<file path="src/rtl/pc16_pkg.sv">
// Shared types and constants for the pc16 program counter slice.
package pc16_pkg;

  localparam int unsigned PC_WIDTH = 16;
  localparam logic [PC_WIDTH-1:0] PC_MAX = 16'hFFFF;

  typedef enum logic [1:0] {
    ST_BOOT = 2'd0,
    ST_RUN  = 2'd1,
    ST_HALT = 2'd2
  } pc_state_e;

endpackage

</file>
<file path="src/rtl/pc16_next_sel.sv">
// Combinational next-address select: inc/hold, then load, then reset.
module pc16_next_sel
  import pc16_pkg::*;
#(
  parameter int unsigned      WIDTH     = PC_WIDTH,
  parameter logic [WIDTH-1:0] BOOT_ADDR = '0
) (
  input  logic [WIDTH-1:0] out,
  input  logic [WIDTH-1:0] in,
  input  logic             load,
  input  logic             inc,
  input  logic             state_is_run,
  input  logic             halt_req,
  input  logic             reset,
  output logic [WIDTH-1:0] next_out,
  output logic             inc_wrap
);

  logic             advance;
  logic [WIDTH-1:0] inc_sel;
  logic [WIDTH-1:0] load_sel;

  always_comb begin
    // A halt request in RUN drops any load/inc of the same cycle.
    advance  = state_is_run & ~halt_req;
    inc_sel  = (advance & inc) ? out + WIDTH'(1) : out;
    load_sel = (advance & load) ? in : inc_sel;
    next_out = reset ? BOOT_ADDR : load_sel;
    inc_wrap = advance & inc & ~load & ~reset & (out == '1);
  end

endmodule

</file>
<file path="src/rtl/pc16_counter.sv">
// 16-bit Hack-style program counter with boot hold, halt/resume and wrap flag.
module pc16_counter
  import pc16_pkg::*;
#(
  parameter int unsigned      WIDTH       = PC_WIDTH,
  parameter int unsigned      BOOT_CYCLES = 4,
  parameter logic [WIDTH-1:0] BOOT_ADDR   = '0
) (
  input  logic             clk,
  input  logic             reset,
  input  logic [WIDTH-1:0] in,
  input  logic             load,
  input  logic             inc,
  input  logic             halt_req,
  input  logic             resume,
  output logic [WIDTH-1:0] out,
  output logic [WIDTH-1:0] next_out,
  output logic             wrapped,
  output logic             halted,
  output logic             booting
);

  localparam logic [3:0] BOOT_LAST = 4'(BOOT_CYCLES - 1);

  pc_state_e        state_q, state_d;
  logic [3:0]       boot_cnt_q, boot_cnt_d;
  logic [WIDTH-1:0] out_q, out_d;
  logic             wrapped_q, wrapped_d;
  logic             halted_q, halted_d;
  logic             booting_q, booting_d;
  logic             inc_wrap;

  pc16_next_sel #(
    .WIDTH     (WIDTH),
    .BOOT_ADDR (BOOT_ADDR)
  ) u_next_sel (
    .out          (out_q),
    .in           (in),
    .load         (load),
    .inc          (inc),
    .state_is_run (state_q == ST_RUN),
    .halt_req     (halt_req),
    .reset        (reset),
    .next_out     (out_d),
    .inc_wrap     (inc_wrap)
  );

  always_comb begin
    state_d    = state_q;
    boot_cnt_d = boot_cnt_q;
    case (state_q)
      ST_BOOT: begin
        if (boot_cnt_q == '0) state_d = ST_RUN;
        else                  boot_cnt_d = boot_cnt_q - 4'd1;
      end
      ST_RUN:  if (halt_req) state_d = ST_HALT;
      ST_HALT: if (resume)   state_d = ST_RUN;
      default: state_d = ST_BOOT;
    endcase
    // Status flags are registered copies of the state being entered.
    halted_d  = (state_d == ST_HALT);
    booting_d = (state_d == ST_BOOT);
    wrapped_d = inc_wrap;
  end

  always_ff @(posedge clk) begin
    if (reset) begin
      state_q    <= ST_BOOT;
      boot_cnt_q <= BOOT_LAST;
      out_q      <= BOOT_ADDR;
      wrapped_q  <= 1'b0;
      halted_q   <= 1'b0;
      booting_q  <= 1'b1;
    end else begin
      state_q    <= state_d;
      boot_cnt_q <= boot_cnt_d;
      out_q      <= out_d;
      wrapped_q  <= wrapped_d;
      halted_q   <= halted_d;
      booting_q  <= booting_d;
    end
  end

  assign out      = out_q;
  assign next_out = out_d;
  assign wrapped  = wrapped_q;
  assign halted   = halted_q;
  assign booting  = booting_q;

endmodule

</file>
<file path="config.mk">
export PLATFORM = sky130hd
export DESIGN_NAME = pc16_counter
export DESIGN_NICKNAME = d
export VERILOG_FILES = /design/src/rtl/pc16_pkg.sv /design/src/rtl/pc16_next_sel.sv /design/src/rtl/pc16_counter.sv
export SDC_FILE = /design/constraint.sdc
export NUM_CORES = 1
export LEC_CHECK = 0
export BUFFER_PORTS_ARGS = -buffer_cell sky130_fd_sc_hd__buf_2
export CORE_UTILIZATION = 41
export CTS_BUF_LIST = sky130_fd_sc_hd__clkbuf_4
export DETAILED_ROUTE_END_ITERATION = 7
export GPL_TIMING_DRIVEN = 0
export PLACE_DENSITY_LB_ADDON = 0.25
export SLEW_MARGIN = 20
export SYNTH_ARGS = -nofsm -noshare
export SYNTH_HDL_FRONTEND = slang
export SYNTH_SLANG_ARGS = --single-unit
</file>
<file path="constraint.sdc">
create_clock -name clk -period 4.4 [get_ports clk]
set_input_delay 0.44 -clock clk [delete_from_list [all_inputs] [get_ports clk]]
set_output_delay 0.44 -clock clk [all_outputs]
set_load 0.01 [all_outputs]
</file>
==> Yosys cells after proc, flatten, opt, wreduce, memory -nomap -nowiden <==
Index checks and enable logic that the tools add are counted.
{ "word_totals": {"regBits": 25, "latchBits": 0, "ramBits": 0, "mem_bits_ro": 0, "inputBits": 22, "out_inout_bits": 35, "wordCells": 33, "mem_count": 0} }
{ "op_classes": {"n_addsub": 2, "multipliers": 0, "n_div": 0, "order_cmp": 0, "eq_ne": 4, "n_shift": 0, "muxes": 7, "n_bitwise": 10, "reduce_logical": 4} }
{ "ops": {"columns": ["cell", "count"], "rows": [
  ["16-bit 2-to-1 mux", 3],
  ["16-bit by 1-bit adder with 16-bit output (second input constant)", 1],
  ["16-bit == test (second input constant)", 1],
  ["1-bit AND", 6],
  ["2-bit 2-to-1 mux", 3],
  ["2-bit one-hot mux with 3 select lines", 1],
  ["2-bit == test (second input constant)", 2],
  ["2-bit logical NOT", 2],
  ["4-bit logical NOT", 1],
  ["1-bit NOT", 4],
  ["4-bit by 1-bit subtractor with 4-bit output (second input constant)", 1],
  ["2-bit by 1-bit == test with 1-bit output (second input constant)", 1],
  ["2-bit AND reduction", 1]
]} }

==> Longest topological paths before layout <==
Gate-level depths: netlist of run 1.
{ "logic_depth": {"word_depth": 6, "depth_mapped": 6, "depth_no_buf": 6} }

==> Modules after synthesis <==
Synthesis of run 1 repeated with hierarchy kept, for this count alone.
{ "unflattened": {"cells_unflattened": 179, "hier_area_um2": 1417.6} }
{ "by_module_without_submodules": {"columns": ["module", "n_inst", "cells_per_inst", "area_per_inst_um2", "seq_area_each_um2"], "rows": [
  ["pc16_counter", 1, 76, 800.8, 500.5],
  ["pc16_next_sel", 1, 103, 616.8, 0.0]
]} }

==> Least setup slack after synthesis of run 1 <==
OpenSTA, ideal clock, no wires.
{ "synth_timing": {"path_type": "input port to output port", "start": "in halt_req", "end": "out next_out[11]", "arrival_time_ns": 1.942, "t_required_ns": 3.960, "slack_ns": 2.018, "path_stages": 5, "path_buffers": 1, "path_cell_list": "nand4bb_4 > or2_1 > buf_2 > or4_1 > a311oi_1"} }
{ "synth_between": {"elab_chain_cells": 6, "word_cells_on_any_way": 7, "cone_classes": "mux (3); bitwise (4)"} }
{ "synth_rtl": {"columns": ["item", "line_no", "rtl"], "rows": [
  ["start: declaration", "pc16_counter.sv:14", "input logic halt_req,"],
  ["1-bit NOT *", "pc16_next_sel.sv:25", "advance = state_is_run & ~halt_req;"],
  ["1-bit AND *", "pc16_next_sel.sv:25", null],
  ["1-bit AND", "pc16_next_sel.sv:26", "inc_sel = (advance & inc) ? out + WIDTH'(1) : out;"],
  ["16-bit 2-to-1 mux", "pc16_next_sel.sv:26", null],
  ["16-bit 2-to-1 mux *", "pc16_next_sel.sv:27", "load_sel = (advance & load) ? in : inc_sel;"],
  ["16-bit 2-to-1 mux *", "pc16_next_sel.sv:28", "next_out = reset ? BOOT_ADDR : load_sel;"],
  ["end: declaration", "pc16_counter.sv:17", "output logic [WIDTH-1:0] next_out,"]
]} }
Every way passes the cells marked *; elsewhere a longest branch is shown, timed or not.

==> Final worst setup path of run 1 <==
{ "layout_timing": {"start": "reg state_q[1]", "end": "out next_out[14]"} }
{ "layout_between": {"elab_chain_cells": 6, "word_cells_on_any_way": 7, "cone_classes": "eq/ne (1); mux (3); bitwise (3)"} }
{ "layout_rtl": {"columns": ["item", "line_no", "rtl"], "rows": [
  ["start: declaration", "pc16_counter.sv:25", "pc_state_e state_q, state_d;"],
  ["start signal: assignment", "pc16_counter.sv:75", "state_q <= state_d;"],
  ["2-bit by 1-bit == test with 1-bit output *", "pc16_counter.sv:41", ".state_is_run (state_q == ST_RUN),"],
  ["1-bit AND *", "pc16_next_sel.sv:25", null],
  ["1-bit AND", "pc16_next_sel.sv:26", null],
  ["16-bit 2-to-1 mux", "pc16_next_sel.sv:26", null],
  ["16-bit 2-to-1 mux *", "pc16_next_sel.sv:27", null],
  ["16-bit 2-to-1 mux *", "pc16_next_sel.sv:28", null]
]} }
Marks and branches as above.

==> results of run 1 <==
==> logic make-up (layout without fill, tap and decap cells) <==
logic type / after synthesis / count (layout) / share of synthesized area (%)
adders and majority gates: 2 / 2 / 1.728
AOI/OAI and AO/OA: 45 / 45 / 23.42
and+or+nand+nor: 67 / 67 / 27.49
buffers and inverters: 19 / 78 / 5.531
xor gates and xnor gates: 12 / 12 / 7.260
DFF: 25 / 25 / 34.57
==> layout by cell type (no fill, tap or decap), types with 2 or more instances in the layout <==
cell type	netlist	final
xor2_1	7	7
xnor2_1	5	5
a21oi_1	3	3
nor3_1	3	3
nand3_1	7	7
nor2_1	21	21
buf_1	2	2
clkbuf_4	0	4
inv_1	5	5
a311oi_1	14	14
dfxtp_1	25	25
buf_4	2	2
buf_2	1	56
o21ai_0	4	4
nand3b_1	2	2
clkbuf_1	9	9
a211oi_1	18	18
o31ai_1	5	5
nand4_1	2	2
or3b_2	2	2
ha_1	2	2
or4_1	4	4
and2_1	2	2
nand2_1	10	10
==> power groups by stage <==
stage / clock network, mW / logic (mW) / registers (mW)
final: 0.112 / 0.168 / 0.278
after CTS: 0.112 / 0.170 / 0.278
after detailed placement: 0 / 0.169 / 0.283
after global routing: 0.125 / 0.190 / 0.283
after global placement: 0 / 0.168 / 0.283
after floorplan: 0 / 0.111 / 0.285
==> state kept, by name, indices dropped and copies added (netlist names) <==
name / count
out: 16
boot_cnt_q: 4
state_q: 2
booting: 1
halted: 1
wrapped: 1
==> per-stage QoR <==
step	worst slack, ps	utilization (%)	cells	power, mW	instance area [um2]
floorplan	2018	-	170	0.3964	1448
global placement	1785	52.94	271	0.4507	1780
detailed placement	1778	52.94	271	0.4519	1780
CTS	1562	53.83	275	0.5601	1810
global route	1371	53.83	275	0.5983	1810
finish	1585	53.83	275	0.5575	1810
==> final cells by class <==
class                      instances  area (um2)  share of cell area [%]
timing repair buffer              55       275.3                   15.20
clock buffer                       4       30.03                   1.659
sequential                        25       500.5                   27.64
multi-input combinational        126       867.1                   47.89
buffer                            14       61.31                   3.386
inverter                           5       18.77                   1.037
tap                               46       57.56                   3.179
==> critical path, cell delays in order (launching register included) <==
cell	delay, ps
dfxtp_1	330
clkbuf_1	180
and4bb_2	320
buf_4	140
nand2_1	110
or4_1	510
a311oi_1	270
buf_2	180
==> worst min path at each step <==
stage | cells after the start | endpoint
final | 3 | state_q[1]
after global routing | 3 | state_q[1]
after CTS | 3 | state_q[1]
after detailed placement | 1 | boot_cnt_q[1]
after global placement | 1 | boot_cnt_q[1]
after floorplan | 1 | boot_cnt_q[1]
==> metal layers <==
layer  up-vias  global-route usage, %  part of all wire (%)
met5         -                      0                     0
met4         0                  5.714                  0.54
met3         4                  4.622                   4.7
met2        33                  33.70                    44
met1       690                  29.67                    50
li1        767                      -                     -
==> flow_summary.yaml, run 1 <==
routing:
  first_iter_violations: 58
  postRouteAntennaNets: 0
  firstDrtPassIters: 4
  num_vias: 1494
  viasPerCell: 5.433
  drc: 0
  routed_wl_mm: 3.700
  wl_per_cell_um: 13.45
critical_path:
  cp_max_fo: 10
  crit_end: "next_out[14]"
  worst-r2r-cell-count: 5
  end_kind: "output pin"
  worstSetupPathType: "reg2out"
  r2r-start: "state_q[1]"
  r2r_setup_slack_ps: 2410
  arrival_ps: 2370
  reg2reg_to: "out[0]"
  crit_start: "state_q[1]"
  start_kind: "register"
  required_ps: 3960
cells_and_area:
  nFillCells: 364
  drive_gt1_share_pct: 30.13
  nets: 254
  n_antenna_cell: 0
  area_growth_pct: 25.07
grt:
  antenna_found_initial: 0
  grt_overflow_total: 0
  grt_pass1_vias: 1300
  grt_max_degree: 14
  grt_pass1_wl_mm: 5.954
  grt_usage_pct: 21.38
power_and_ir_drop:
  clkPwrFrac_pct: 20.0
  power_frac_comb_pct: 30.1
  p_sw_share_pct: 33.16
  p_leak_nw: 0.7383
  p_seq_share_pct: 49.9
  internal_power_mw: 0.3727
  peakVddDrop_mv: 0.1682
  switchingPower_mw: 0.1848
  p_per_area_mw_per_mm2: 307.9
cts:
  post-cts-setup-buffers: 0
  clk_pin_slew_worst_paths_ps: 130
  cts_root_buf: "clkbuf_4"
  cts_hold_buf: 0
  cts_made_buffers: 3
  clk_latency_ps: 320
  htreeDepth: 1
  post_cts_resized: 0
  cts_tree: "done"
  cts.sinks: 25
  clockBufferDepth: 2
synthesis:
  synth_edf_count: 0
  yosys-top-cells-count: "dfxtp_1 (25), nor2_1 (21), a211oi_1 (18)"
  async_flop_share_pct: 0
  yosysSeqAreaShare_pct: 34.57
  synth.area.top_cells: "dfxtp_1 (35%), a211oi_1 (9.3%), a311oi_1 (8.5%)"
  postSynthAreaPerCell_um2: 8.516
  synth_seq_cells: 25
  synth_cells: 170
  yosysWarnings: 0
  netlist-cell-type-count: 38
  synth_fp_nets: 194
  syn_area_mm2: 0.001448
  post-synth-top-count-cell: "dfxtp_1"
  yosysTopAreaCellShare_pct: 34.57
  ys.flop_type: "dfxtp_1"
  yosysTopAreaCell: "dfxtp_1"
floorplanning:
  ios: 57
  die-area_mm2: 0.003772
  row_count: 21
  start_util_pct: 43.04
  core_area_mm2: 0.003363
  die_w_um: 61.42
  die_h_um: 61.42
timing:
  final.min_clock_period_ps: 2815
  tightest_slew_ps: 544.9
  slew_viol_final: 0
  fin_hold_ws_ps: 405.2
  tns_ps: 0
  setup_viol: 0
  fin_skew_ps: 12.05
  final_hold_viol_count: 0
  maxSlewHeadroom_pct: 63.67
  max_freq_mhz: 355.3
  min_period_over_period_pct: 63.98
  rsz0062_at_grt: "false"
place:
  place.gp.congestion: 0.7794
  dp_hpwl_mm: 2.770
  portBuffers: 55
run_status:
  status: "finished clean"
hold_path:
  hold_path_class: "in2reg"
  hp-start: "resume"
job:
  cap_violations: 0
No activity file was read; power rests on OpenSTA's default activity.
==> run 2: changes to the inputs <==
==> constraint.sdc (replaced) <==
create_clock -name clk -period 2.3 [get_ports clk]
set_input_delay 0.23 -clock clk [delete_from_list [all_inputs] [get_ports clk]]
set_output_delay 0.23 -clock clk [all_outputs]
set_load 0.01 [all_outputs]
==> flow_summary.yaml, run 2 (synthesized netlist as in run 1, its figures left out) <==
timing:
  max_freq_mhz: 424.8
  maxSlewHeadroom_pct: 53.62
  worst_slack_ps: -54.07
  rsz0062_at_grt: "true"
  slew_viol_final: 0
  fin_skew_ps: 5.097
  setup_viol: 5
  final.min_clock_period_ps: 2354
  final_hold_viol_count: 0
  min_period_over_period_pct: 102.4
  tightest_slew_ps: 695.7
cells_and_area:
  nets: 274
  largest_register_ffs: 16
  drive_gt1_share_pct: 51.41
  mostFrequentLayoutCells: "buf_2 (56), buf_4 (22), nor2_1 (21), a211oi_1 (16), dfxtp_1 (11)"
  final_cells: 295
  area_growth_pct: 48.40
  n_antenna_cell: 0
  layout_commonest_cell: "buf_2"
routing:
  first_iter_violations: 96
  postRouteAntennaNets: 0
  wl_per_cell_um: 15.18
  drc: 0
  routed_wl_mm: 4.479
  firstDrtPassIters: 4
  viasPerCell: 5.512
  num_vias: 1626
hold_path:
  hp-start: "resume"
  hold_path_class: "in2reg"
critical_path:
  worst-r2r-cell-count: 5
  slowest_delay_ps: 540
  cp_slowest_cell: "or4_4"
  crit_end: "next_out[10]"
  worstPathCellList: "buf_8 > and4bb_2 > nand2_4 > or4_4 > a311oi_2 > buf_2"
  required_ps: 2070
  cp_max_fo: 4
  reg2reg_to: "out[10]"
  r2r-start: "state_q[1]"
  end_kind: "output pin"
  r2r_setup_slack_ps: 550
  arrival_ps: 2120
  worstSetupPathType: "reg2out"
  start_kind: "register"
  crit_start: "state_q[1]"
grt:
  antenna_found_initial: 0
  grt_pass1_wl_mm: 6.630
  grt_max_degree: 14
  grt_overflow_total: 0
  grt_usage_pct: 23.70
  grt_pass1_vias: 1414
job:
  cap_violations: 0
place:
  place.gp.congestion: 0.7794
  dp_hpwl_mm: 2.770
  portBuffers: 55
  dp_slack_ps: 42.97
  dp_cells: 271
cts:
  clockBufferDepth: 2
  cts_made_buffers: 3
  htreeDepth: 1
  clk_pin_slew_worst_paths_ps: 130
  cts.sinks: 25
  clk_latency_ps: 320
  cts_tree: "done"
  cts_root_buf: "clkbuf_4"
floorplanning:
  start_util_pct: 43.04
  row_count: 21
  die_w_um: 61.42
  die-area_mm2: 0.003772
  die_h_um: 61.42
  ios: 57
  core_area_mm2: 0.003363
power_and_ir_drop:
  p_leak_nw: 0.9262
  p_per_area_mw_per_mm2: 528.4
  peakVddDrop_mv: 0.3222
run_status:
  violations: "negative setup slack"
  status: "finished, violations left"
==> run 2: how the worst min path moves through the flow <==
| stage | to | slack (ps) | cells after the start |
|---|---|---|---|
| after floorplan | halted | 420 | 2 |
| final | state_q[1] | 180 | 3 |
| after CTS | state_q[1] | 180 | 3 |
| after detailed placement | boot_cnt_q[1] | 490 | 1 |
| after global routing | state_q[1] | 180 | 3 |
| after global placement | boot_cnt_q[1] | 480 | 1 |
==> run 2: final cells by class <==
type,count,area (um2)
Tap cell,46,57.56
Fill cell,303,1215
Multi-Input combinational cell,126,994.7
Inverter,5,18.77
Timing Repair Buffer,78,451.7
Buffer,11,57.56
Clock buffer,4,30.03
Sequential cell,25,538.0
==> run 2: metal layers <==
metal	part of all wire [%]	up-vias	track usage (%)
li1	-	805	-
met1	44	759	32.23
met2	49	54	38.98
met3	5.5	8	3.992
met4	1.7	0	6.349
met5	0	-	0
==> run 2: stage by stage <==
step	hold slack [ps]	util, %	area, um2	total power [mW]	setup TNS (ps)
after detailed placement	491.9	52.94	1780	0.8645	0
final	180.3	63.88	2148	1.135	-155.4
after global routing	181.2	63.88	2148	1.221	-625.9
after floorplan	418.6	-	1448	0.7583	0
after global placement	483.3	52.94	1780	0.8623	0
after CTS	180.3	60.64	2039	1.123	-611.7
==> run 2: what timing repair did <==
item                                    in CTS  in global routing
resized for setup                           38                 21
setup buffers                               17                  6
endpoints found under the setup margin      16                 14
pin swaps                                   14                 14
hold buffers                                 0                  0
==> run 2: power by group <==
group | total (mW) | internal, mW | switching, mW | leakage [nW]
logic | 0.379 | 0.182 | 0.197 | 0.696
clock network | 0.215 | 0.0798 | 0.136 | 0.0184
registers | 0.541 | 0.491 | 0.0501 | 0.212
==> run 2: critical path, delay by kind of cell, from the launching register on <==
kind | cells | cell delay (ps)
AO/OA/AOI/OAI | 1 | 210
buffers and inverters | 2 | 290
flip-flops | 1 | 360
AND/OR/NAND/NOR | 3 | 950
